<file path="src/rtl/booth_multiplier_seq.sv">
// Sequential radix-2 Booth multiplier with start/busy/done handshake.
// Each product is also sent on tx as a start bit, LSB-first data and a stop bit.
module booth_multiplier_seq #(
  parameter int unsigned WIDTH        = 4,
  parameter int unsigned CLKS_PER_BIT = 1
) (
  input  logic                 CLK,
  input  logic                 RST_N,
  input  logic                 start,
  input  logic                 signed_mode,
  input  logic [WIDTH-1:0]     multiplier,
  input  logic [WIDTH-1:0]     multiplicand,
  output logic                 busy,
  output logic                 done,
  output logic [2*WIDTH-1:0]   product,
  output logic                 tx
);

  localparam int unsigned FrameBits = 2 * WIDTH + 2;
  localparam int unsigned IdxW      = $clog2(FrameBits);
  localparam int unsigned CntW      = $clog2(WIDTH + 2);
  localparam int unsigned BaudW     = (CLKS_PER_BIT > 1) ? $clog2(CLKS_PER_BIT) : 1;

  typedef enum logic [1:0] {StIdle, StCalc, StTx} state_e;

  state_e               state_q, state_d;
  logic [WIDTH:0]       a_q, a_d, m_q, m_d, q_q, q_d;
  logic                 qm1_q, qm1_d;
  logic [CntW-1:0]      cnt_q, cnt_d;
  logic [IdxW-1:0]      idx_q, idx_d;
  logic [BaudW-1:0]     baud_q, baud_d;
  logic [2*WIDTH-1:0]   product_q, product_d;
  logic                 done_q, done_d;
  logic                 tx_q, tx_d;

  logic [WIDTH:0]       sum, a_sh, q_sh;
  logic [FrameBits-1:0] frame;

  // One Booth step: conditional add/subtract, then arithmetic shift of {A,Q,Q-1}.
  always_comb begin
    case ({q_q[0], qm1_q})
      2'b01:   sum = a_q + m_q;
      2'b10:   sum = a_q - m_q;
      default: sum = a_q;
    endcase
    a_sh = {sum[WIDTH], sum[WIDTH:1]};
    q_sh = {sum[0], q_q[WIDTH:1]};
  end

  assign frame = {1'b1, product_q, 1'b0};

  always_comb begin
    state_d   = state_q;
    a_d       = a_q;
    m_d       = m_q;
    q_d       = q_q;
    qm1_d     = qm1_q;
    cnt_d     = cnt_q;
    idx_d     = idx_q;
    baud_d    = baud_q;
    product_d = product_q;
    done_d    = 1'b0;
    tx_d      = tx_q;
    case (state_q)
      StIdle: begin
        tx_d = 1'b1;
        if (start) begin
          m_d     = {signed_mode & multiplicand[WIDTH-1], multiplicand};
          q_d     = {signed_mode & multiplier[WIDTH-1], multiplier};
          a_d     = '0;
          qm1_d   = 1'b0;
          cnt_d   = CntW'(WIDTH + 1);
          state_d = StCalc;
        end
      end
      StCalc: begin
        a_d   = a_sh;
        q_d   = q_sh;
        qm1_d = q_q[0];
        cnt_d = cnt_q - CntW'(1);
        if (cnt_q == CntW'(1)) begin
          // Last iteration: publish the product and drive the start bit on the same edge.
          product_d = {a_sh[WIDTH-2:0], q_sh};
          done_d    = 1'b1;
          tx_d      = 1'b0;
          idx_d     = '0;
          baud_d    = '0;
          state_d   = StTx;
        end
      end
      StTx: begin
        if (baud_q == BaudW'(CLKS_PER_BIT - 1)) begin
          baud_d = '0;
          if (idx_q == IdxW'(FrameBits - 1)) begin
            tx_d    = 1'b1;
            state_d = StIdle;
          end else begin
            idx_d = idx_q + IdxW'(1);
            tx_d  = frame[idx_d];
          end
        end else begin
          baud_d = baud_q + BaudW'(1);
        end
      end
      default: state_d = StIdle;
    endcase
  end

  always_ff @(posedge CLK or negedge RST_N) begin
    if (!RST_N) begin
      state_q   <= StIdle;
      a_q       <= '0;
      m_q       <= '0;
      q_q       <= '0;
      qm1_q     <= 1'b0;
      cnt_q     <= '0;
      idx_q     <= '0;
      baud_q    <= '0;
      product_q <= '0;
      done_q    <= 1'b0;
      tx_q      <= 1'b1;
    end else begin
      state_q   <= state_d;
      a_q       <= a_d;
      m_q       <= m_d;
      q_q       <= q_d;
      qm1_q     <= qm1_d;
      cnt_q     <= cnt_d;
      idx_q     <= idx_d;
      baud_q    <= baud_d;
      product_q <= product_d;
      done_q    <= done_d;
      tx_q      <= tx_d;
    end
  end

  assign busy    = (state_q != StIdle);
  assign done    = done_q;
  assign product = product_q;
  assign tx      = tx_q;

endmodule

</file>
<file path="config.mk">
export PLATFORM = sky130hd
export DESIGN_NAME = booth_multiplier_seq
export DESIGN_NICKNAME = d
export VERILOG_FILES = /design/src/rtl/booth_multiplier_seq.sv
export SDC_FILE = /design/constraint.sdc
export NUM_CORES = 1
export LEC_CHECK = 0
export BUFFER_PORTS_ARGS = -buffer_cell sky130_fd_sc_hd__buf_2
export CORE_MARGIN = 2
export CORE_UTILIZATION = 51
export DETAILED_ROUTE_END_ITERATION = 10
export PLACE_DENSITY = 0.82
export SETUP_SLACK_MARGIN = 0.4
export SYNTH_ARGS = -nofsm -noshare
export SYNTH_HDL_FRONTEND = slang
export SYNTH_SLANG_ARGS = --single-unit
</file>
<file path="constraint.sdc">
create_clock -name CLK -period 2.1 [get_ports CLK]
set_input_delay 0.105 -clock CLK [delete_from_list [all_inputs] [get_ports CLK]]
set_output_delay 0.105 -clock CLK [all_outputs]
set_load 0.01 [all_outputs]
</file>
Word level (Yosys, flattened, before mapping) --
Index checks and enable logic that the tools add are counted.
Storage, ports and cells: flip-flop bits (word level) 36, bits of input ports 12, logic and storage cells 70, output and inout port bits 11
Operators by class: order comparisons 1, mux-type cells 28, bitwise gates (word level) 2, reductions and logical operators 12, equal/unequal tests 11, $add $sub $neg 5
Operators with widths (count):
- $pmux 5 s2 | 3
- $mux 4 | 3
- $mux 5 | 2
- $ne 2x2->1 const B | 5
- $mux 1 | 8
- $mux 2 | 4
- $pmux 4 s2 | 1
- $reduce_and 2->1 | 4
- $reduce_and 4->1 | 2
- $pmux 2 s3 | 1
- $pmux 3 s2 | 1
- $reduce_bool 2->1 | 3
- $add 5x5->5 | 1
- $lt 4x5->1 const B | 1
- $sub 5x5->5 | 1
- $add 4x1->4 const B | 1
- $bmux 1 s4 | 1
- $eq 2x1->1 const B | 2
- $eq 2x2->1 const B | 2
- $eq 4x4->1 const B | 1
- $pmux 1 s2 | 2
- $eq 3x1->1 const B | 1
- $mux 3 | 1
- $pmux 1 s3 | 1
- 6 further kinds | 7

Longest topological paths before layout --
word-level depth 6, gate-level depth with buffers 10, depth with buffers taken out 10

Worst setup path after synthesis --
Ideal clock, no wire load.
kind reg2reg, start register qm1_q, end register a_q[2], setup slack -0.083 ns, buffers on the path 0, library setup time 0.132 ns, required time 1.968 ns, period minus slack after synthesis 2.183 ns, data arrival time 2.051 ns, cell stages (with the launch flop) 11, cells stage by stage dfrtp_1 -> inv_1 -> ha_1 -> mux2_2 -> inv_1 -> ha_1 -> nor2b_1 -> o21a_1 -> or3_1 -> a31oi_1 -> o21ai_1
On the way: cells in the longest elaborated chain, start to end 3, elaborated cells on any way between the ends 4, classes of those cells eq/ne (2); mux (2)
Ends and longest elaborated chain:
- from (decl) | line 28 | logic qm1_q, qm1_d;
- from (signal assigned) | line 127 | qm1_q <= qm1_d;
- $eq 2x2->1 or $eq 2x1->1 (tied branches) | line 41 | case ({q_q[0], qm1_q})
- $pmux 5 s2 (*) | line 41
- $pmux 5 s2 (*) | line 64 | case (state_q)
- to (signal assigned) | line 112 | a_q <= '0;
- to (signal assigned) | line 124 | a_q <= a_d;
- to (decl) | line 27 | logic [WIDTH:0] a_q, a_d, m_q, m_d, q_q, q_d;
Every way passes the cells marked *; elsewhere a longest branch is shown, timed or not. A chain may end at the register's enable or synchronous reset.

Worst setup path in the final report --
start register m_q[1], end register a_q[2]
On the way: cells in the longest elaborated chain, start to end 3, elaborated cells on any way between the ends 4, classes of those cells add/sub (2); mux (2)
Ends and longest elaborated chain:
- from (decl) | line 27
- from (signal assigned) | line 125 | m_q <= m_d;
- $sub 5x5->5 or $add 5x5->5 (tied branches) | line 43, 42
- $pmux 5 s2 (*) | line 41
- $pmux 5 s2 (*) | line 64
Marked as above.

==> results summary <==
The DRC violation total after the first TritonRoute iteration is around 110. On the final layout, the worst hold slack is between 0.01 and 0.015 ns. The initial core utilization came out at 0.5335. The post-synth net total is 215. The global routing usage summed across all routing layers came out at 0.2058.

The via count of the first global-routing pass is roughly 1,400. The average instance in the mapped netlist occupies between 9 and 10 µm². The root buffer cell is sky130_fd_sc_hd__clkbuf_4. The overall routed net length came out at around 3700 µm. Synthesis inferred 34 register bits. For this run, the number of Yosys warnings is 0. For this design the static power due to leakage is between 1 and 1.5 nW.

The longest clock path from root to sink contains 2 buffers. The placeable core region came out at between 3000 and 4000 µm². The first-pass iteration count of the detailed router came out at 4.

Setup repair after global routing could not meet its margin everywhere. In the post-synthesis netlist, the biggest area contributors are sky130_fd_sc_hd__dfrtp_1 (46%), sky130_fd_sc_hd__nand2_1 (8.6%), sky130_fd_sc_hd__ha_1 (7.0%). Summing over every cut layer, the via total after detailed routing is 1,477.

The setup slack on the worst flop-to-flop path is -0.15 ns. The flow ran to the end, but the final reports show violations. The ratio of final minimum period to clock period came out at 1.071.

The detailed router used layers up to and including met4. The cell area power density came out at roughly 1800 nW/µm². The area share of the largest cell type after synthesis came out at 0.4603.

The fraction of layout cells with a size suffix above 1 is 0.2851. The number of pins with negative max-slew slack in the final report is 0. The number of nets with antenna violations after detailed routing is 0.

The average wire per standard cell came out at 13.03 µm. The area added between synthesis and finish came out at 24.27%. The critical path is of the reg -> reg type. The synthesized netlist occupies a cell area of between 1500 and 2000 µm². The fraction of registers with async set/reset is 1.000. The die covers ~4000 µm². The boundary pin count came out at 23. Using the TritonRoute via totals, the vias-per-cell ratio works out to ~5.3. The number of max-cap violations came out at 0.

The clock buffer count from CTS is 5. The first global-routing pass estimated between 6000 and 7000 µm of wire. The routability-driven placement congestion ratio came out at between 0.8 and 0.9.

The tightest min-delay check is of the in -> reg type. The later pin in the worst-skew pair is clocked with a latency of about 0.34 ns. The worst path setup slack after routing came out at -0.1498 ns.

The hold violation total from the final report came out at 0. The final critical-path required period came out at 2.250 ns. The leading register cell type out of synthesis is sky130_fd_sc_hd__dfrtp_1. The met3 routed wirelength is around 140 µm.

The number of sinks on the clock net came out at 34. The met2 routed wirelength came out at ~1800 µm. The arrival time at the worst endpoint came out at between 2 and 2.5 ns.

The number of levels in the clock H-tree is 2. The largest net degree at the start of global routing came out at 35. The capturing element type of the critical path is a register. Derived from the worst setup path, the maximum achievable clock frequency is about 440 MHz. STA classifies the critical path startpoint as a register. Buffers placed on the I/O ports in this run total 22. The standard-cell row count came out at 21.

From left edge to right edge, the die measures around 63 µm. The number of nets in the layout came out at 257. Setup violations remaining at the end of the flow were counted as 3. For the pin with the worst max-slew slack, the measured transition is around 0.73 ns. The total overflow reported by the global router came out at 0. The cell count after synthesis came out at 192.

The synthesized design spends more area on one cell type than any other, namely sky130_fd_sc_hd__dfrtp_1. The maximum fanout count along the critical path came out at 2. The count of flip-flops with a built-in enable after synthesis came out at 0.

Once placement finished, the instance area stood at 2038 µm². Measured on the finished design, the core utilization comes to 0.6629. The length of routed wiring on met1 is between 1500 and 2000 µm. The y dimension of the die came out at 63.32 µm.

Across the VDD grid, the largest voltage drop is between 0.9 and 1 mV. Setup total negative slack on the finished layout was measured at -0.3197 ns. TritonCTS built the clock tree. The number of antenna diodes in the final layout is 0. The share of the Yosys chip area taken by registers is 0.4749. The final design instance area without fill is approximately 2200 µm². The placed wire-length estimate after detailed placement is between 2000 and 3000 µm. The number of antenna violations at the first check in global routing came to 0. At the worst endpoint, the required time is ~2.3 ns. The register clock-pin slew on the reported worst setup and hold paths is ~0.10 ns. The max-slew headroom at the worst pin is 0.5142. The maximum clock skew at final layout is around 0.012 ns.

After filler insertion, the fill cell instance count of the layout stands at ~300. By instance count, the leading cell after synthesis is sky130_fd_sc_hd__nand2_1. The checks that failed: negative setup slack.

The count of distinct cell types in the synthesized netlist is 39. For this run, design rule violations remaining after detail routing come to 0. The total power is ~4.1 mW. By count the netlist is led by sky130_fd_sc_hd__nand2_1 (41), sky130_fd_sc_hd__dfrtp_1 (33), sky130_fd_sc_hd__inv_1 (15).
==> report_power, final <==
group,switching (mW),internal (mW)
logic,1.23,1.24
clock network,0.226,0.161
registers,0.257,0.965
total,1.71,2.36
==> metrics by stage <==
step | setup slack, ns | std cells
floorplan | -0.06587 | 192
global placement | -0.07444 | 265
detailed placement | -0.1446 | 265
CTS | -0.1162 | 280
global route | -0.2394 | 281
finish | -0.1498 | 281
==> cells by family after synthesis <==
kind of cell | share of synthesized area
compound gates | 0.1339
flops | 0.4749
xor+xnor | 0.04324
buf+inv | 0.05300
simple gates | 0.1771
mux | 0.03696
fa+ha+maj | 0.08089
==> layout by cell type, fill, tap and decap left out, types with 2 or more instances in the layout <==
| cell | Yosys | routed |
|---|---|---|
| sky130_fd_sc_hd__a21o_1 | 2 | 2 |
| sky130_fd_sc_hd__ha_4 | 0 | 2 |
| sky130_fd_sc_hd__nand3_1 | 9 | 9 |
| sky130_fd_sc_hd__inv_1 | 15 | 11 |
| sky130_fd_sc_hd__a31oi_1 | 4 | 3 |
| sky130_fd_sc_hd__xnor2_1 | 5 | 4 |
| sky130_fd_sc_hd__mux2_4 | 0 | 2 |
| sky130_fd_sc_hd__clkbuf_4 | 0 | 5 |
| sky130_fd_sc_hd__xnor2_2 | 1 | 2 |
| sky130_fd_sc_hd__nor2_1 | 8 | 8 |
| sky130_fd_sc_hd__a21oi_1 | 4 | 3 |
| sky130_fd_sc_hd__o21ai_2 | 1 | 3 |
| sky130_fd_sc_hd__nor3b_1 | 2 | 2 |
| sky130_fd_sc_hd__ha_1 | 10 | 6 |
| sky130_fd_sc_hd__o21ai_1 | 14 | 15 |
| sky130_fd_sc_hd__ha_2 | 0 | 2 |
| sky130_fd_sc_hd__o21ai_0 | 7 | 4 |
| sky130_fd_sc_hd__inv_2 | 0 | 4 |
| sky130_fd_sc_hd__buf_2 | 4 | 22 |
| sky130_fd_sc_hd__nor3_1 | 2 | 2 |
| sky130_fd_sc_hd__dlygate4sd3_1 | 0 | 6 |
| sky130_fd_sc_hd__xor2_1 | 2 | 2 |
| sky130_fd_sc_hd__nor2b_1 | 4 | 3 |
| sky130_fd_sc_hd__buf_4 | 0 | 13 |
| sky130_fd_sc_hd__and2_1 | 2 | 2 |
| sky130_fd_sc_hd__dfrtp_1 | 33 | 32 |
| sky130_fd_sc_hd__nand2_1 | 41 | 41 |
==> cell type report <==
| type | instances | area [µm²] | area share |
|---|---|---|---|
| multi-input cells | 136 | 919.6 | 0.4125 |
| flip-flops and latches | 34 | 853.3 | 0.3827 |
| repair buffers | 42 | 279.0 | 0.1251 |
| well taps | 46 | 57.56 | 0.02581 |
| inverters | 15 | 56.30 | 0.02525 |
| clock buffers | 6 | 51.30 | 0.02301 |
| clock inverters | 2 | 12.51 | 0.005612 |
==> path summary, 6_finish.rpt <==
kind                               start        to  depth (start not counted)
min                        multiplier[0]    q_q[0]                          3
min in group asynchronous          RST_N    q_q[2]                          2
min reg2reg                           tx        tx                          2
max reg2reg                       m_q[1]    a_q[2]                         10
max                               m_q[1]    a_q[2]                         10
max in group asynchronous          RST_N  idx_q[0]                          2
==> registers in the layout, indices dropped and copies added, names as in the netlist <==
signal,count
cnt_q,3
state_q,2
idx_q,4
tx,1
a_q,4
qm1_q,1
m_q,5
done,1
q_q,5
product,8
==> what timing repair did <==
| item | CTS | global route |
|---|---|---|
| buffers inserted | 2 | 0 |
| resized for setup | 6 | 8 |
| setup endpoints to repair | 7 | 8 |
| endpoints found under the hold margin | 37 | 1 |
| hold buffers | 5 | 1 |
| pin swaps | 3 | 2 |
==> worst max-delay path, cell delays in order (launching register included) <==
cell,delay [ns]
sky130_fd_sc_hd__dfrtp_1,0.40
sky130_fd_sc_hd__inv_2,0.08
sky130_fd_sc_hd__ha_4,0.20
sky130_fd_sc_hd__mux2_4,0.27
sky130_fd_sc_hd__inv_2,0.07
sky130_fd_sc_hd__ha_4,0.19
sky130_fd_sc_hd__nor2b_4,0.11
sky130_fd_sc_hd__o21a_1,0.18
sky130_fd_sc_hd__or3_1,0.34
sky130_fd_sc_hd__a31oi_2,0.22
sky130_fd_sc_hd__o21ai_1,0.08
==> routing by layer <==
metal | vias to the layer above | GRT usage
li1 | 731 | -
met1 | 711 | 0.2736
met2 | 30 | 0.3231
met3 | 5 | 0.04821
met4 | 0 | 0.08967
met5 | - | 0
(Power assumes the default switching activity.)
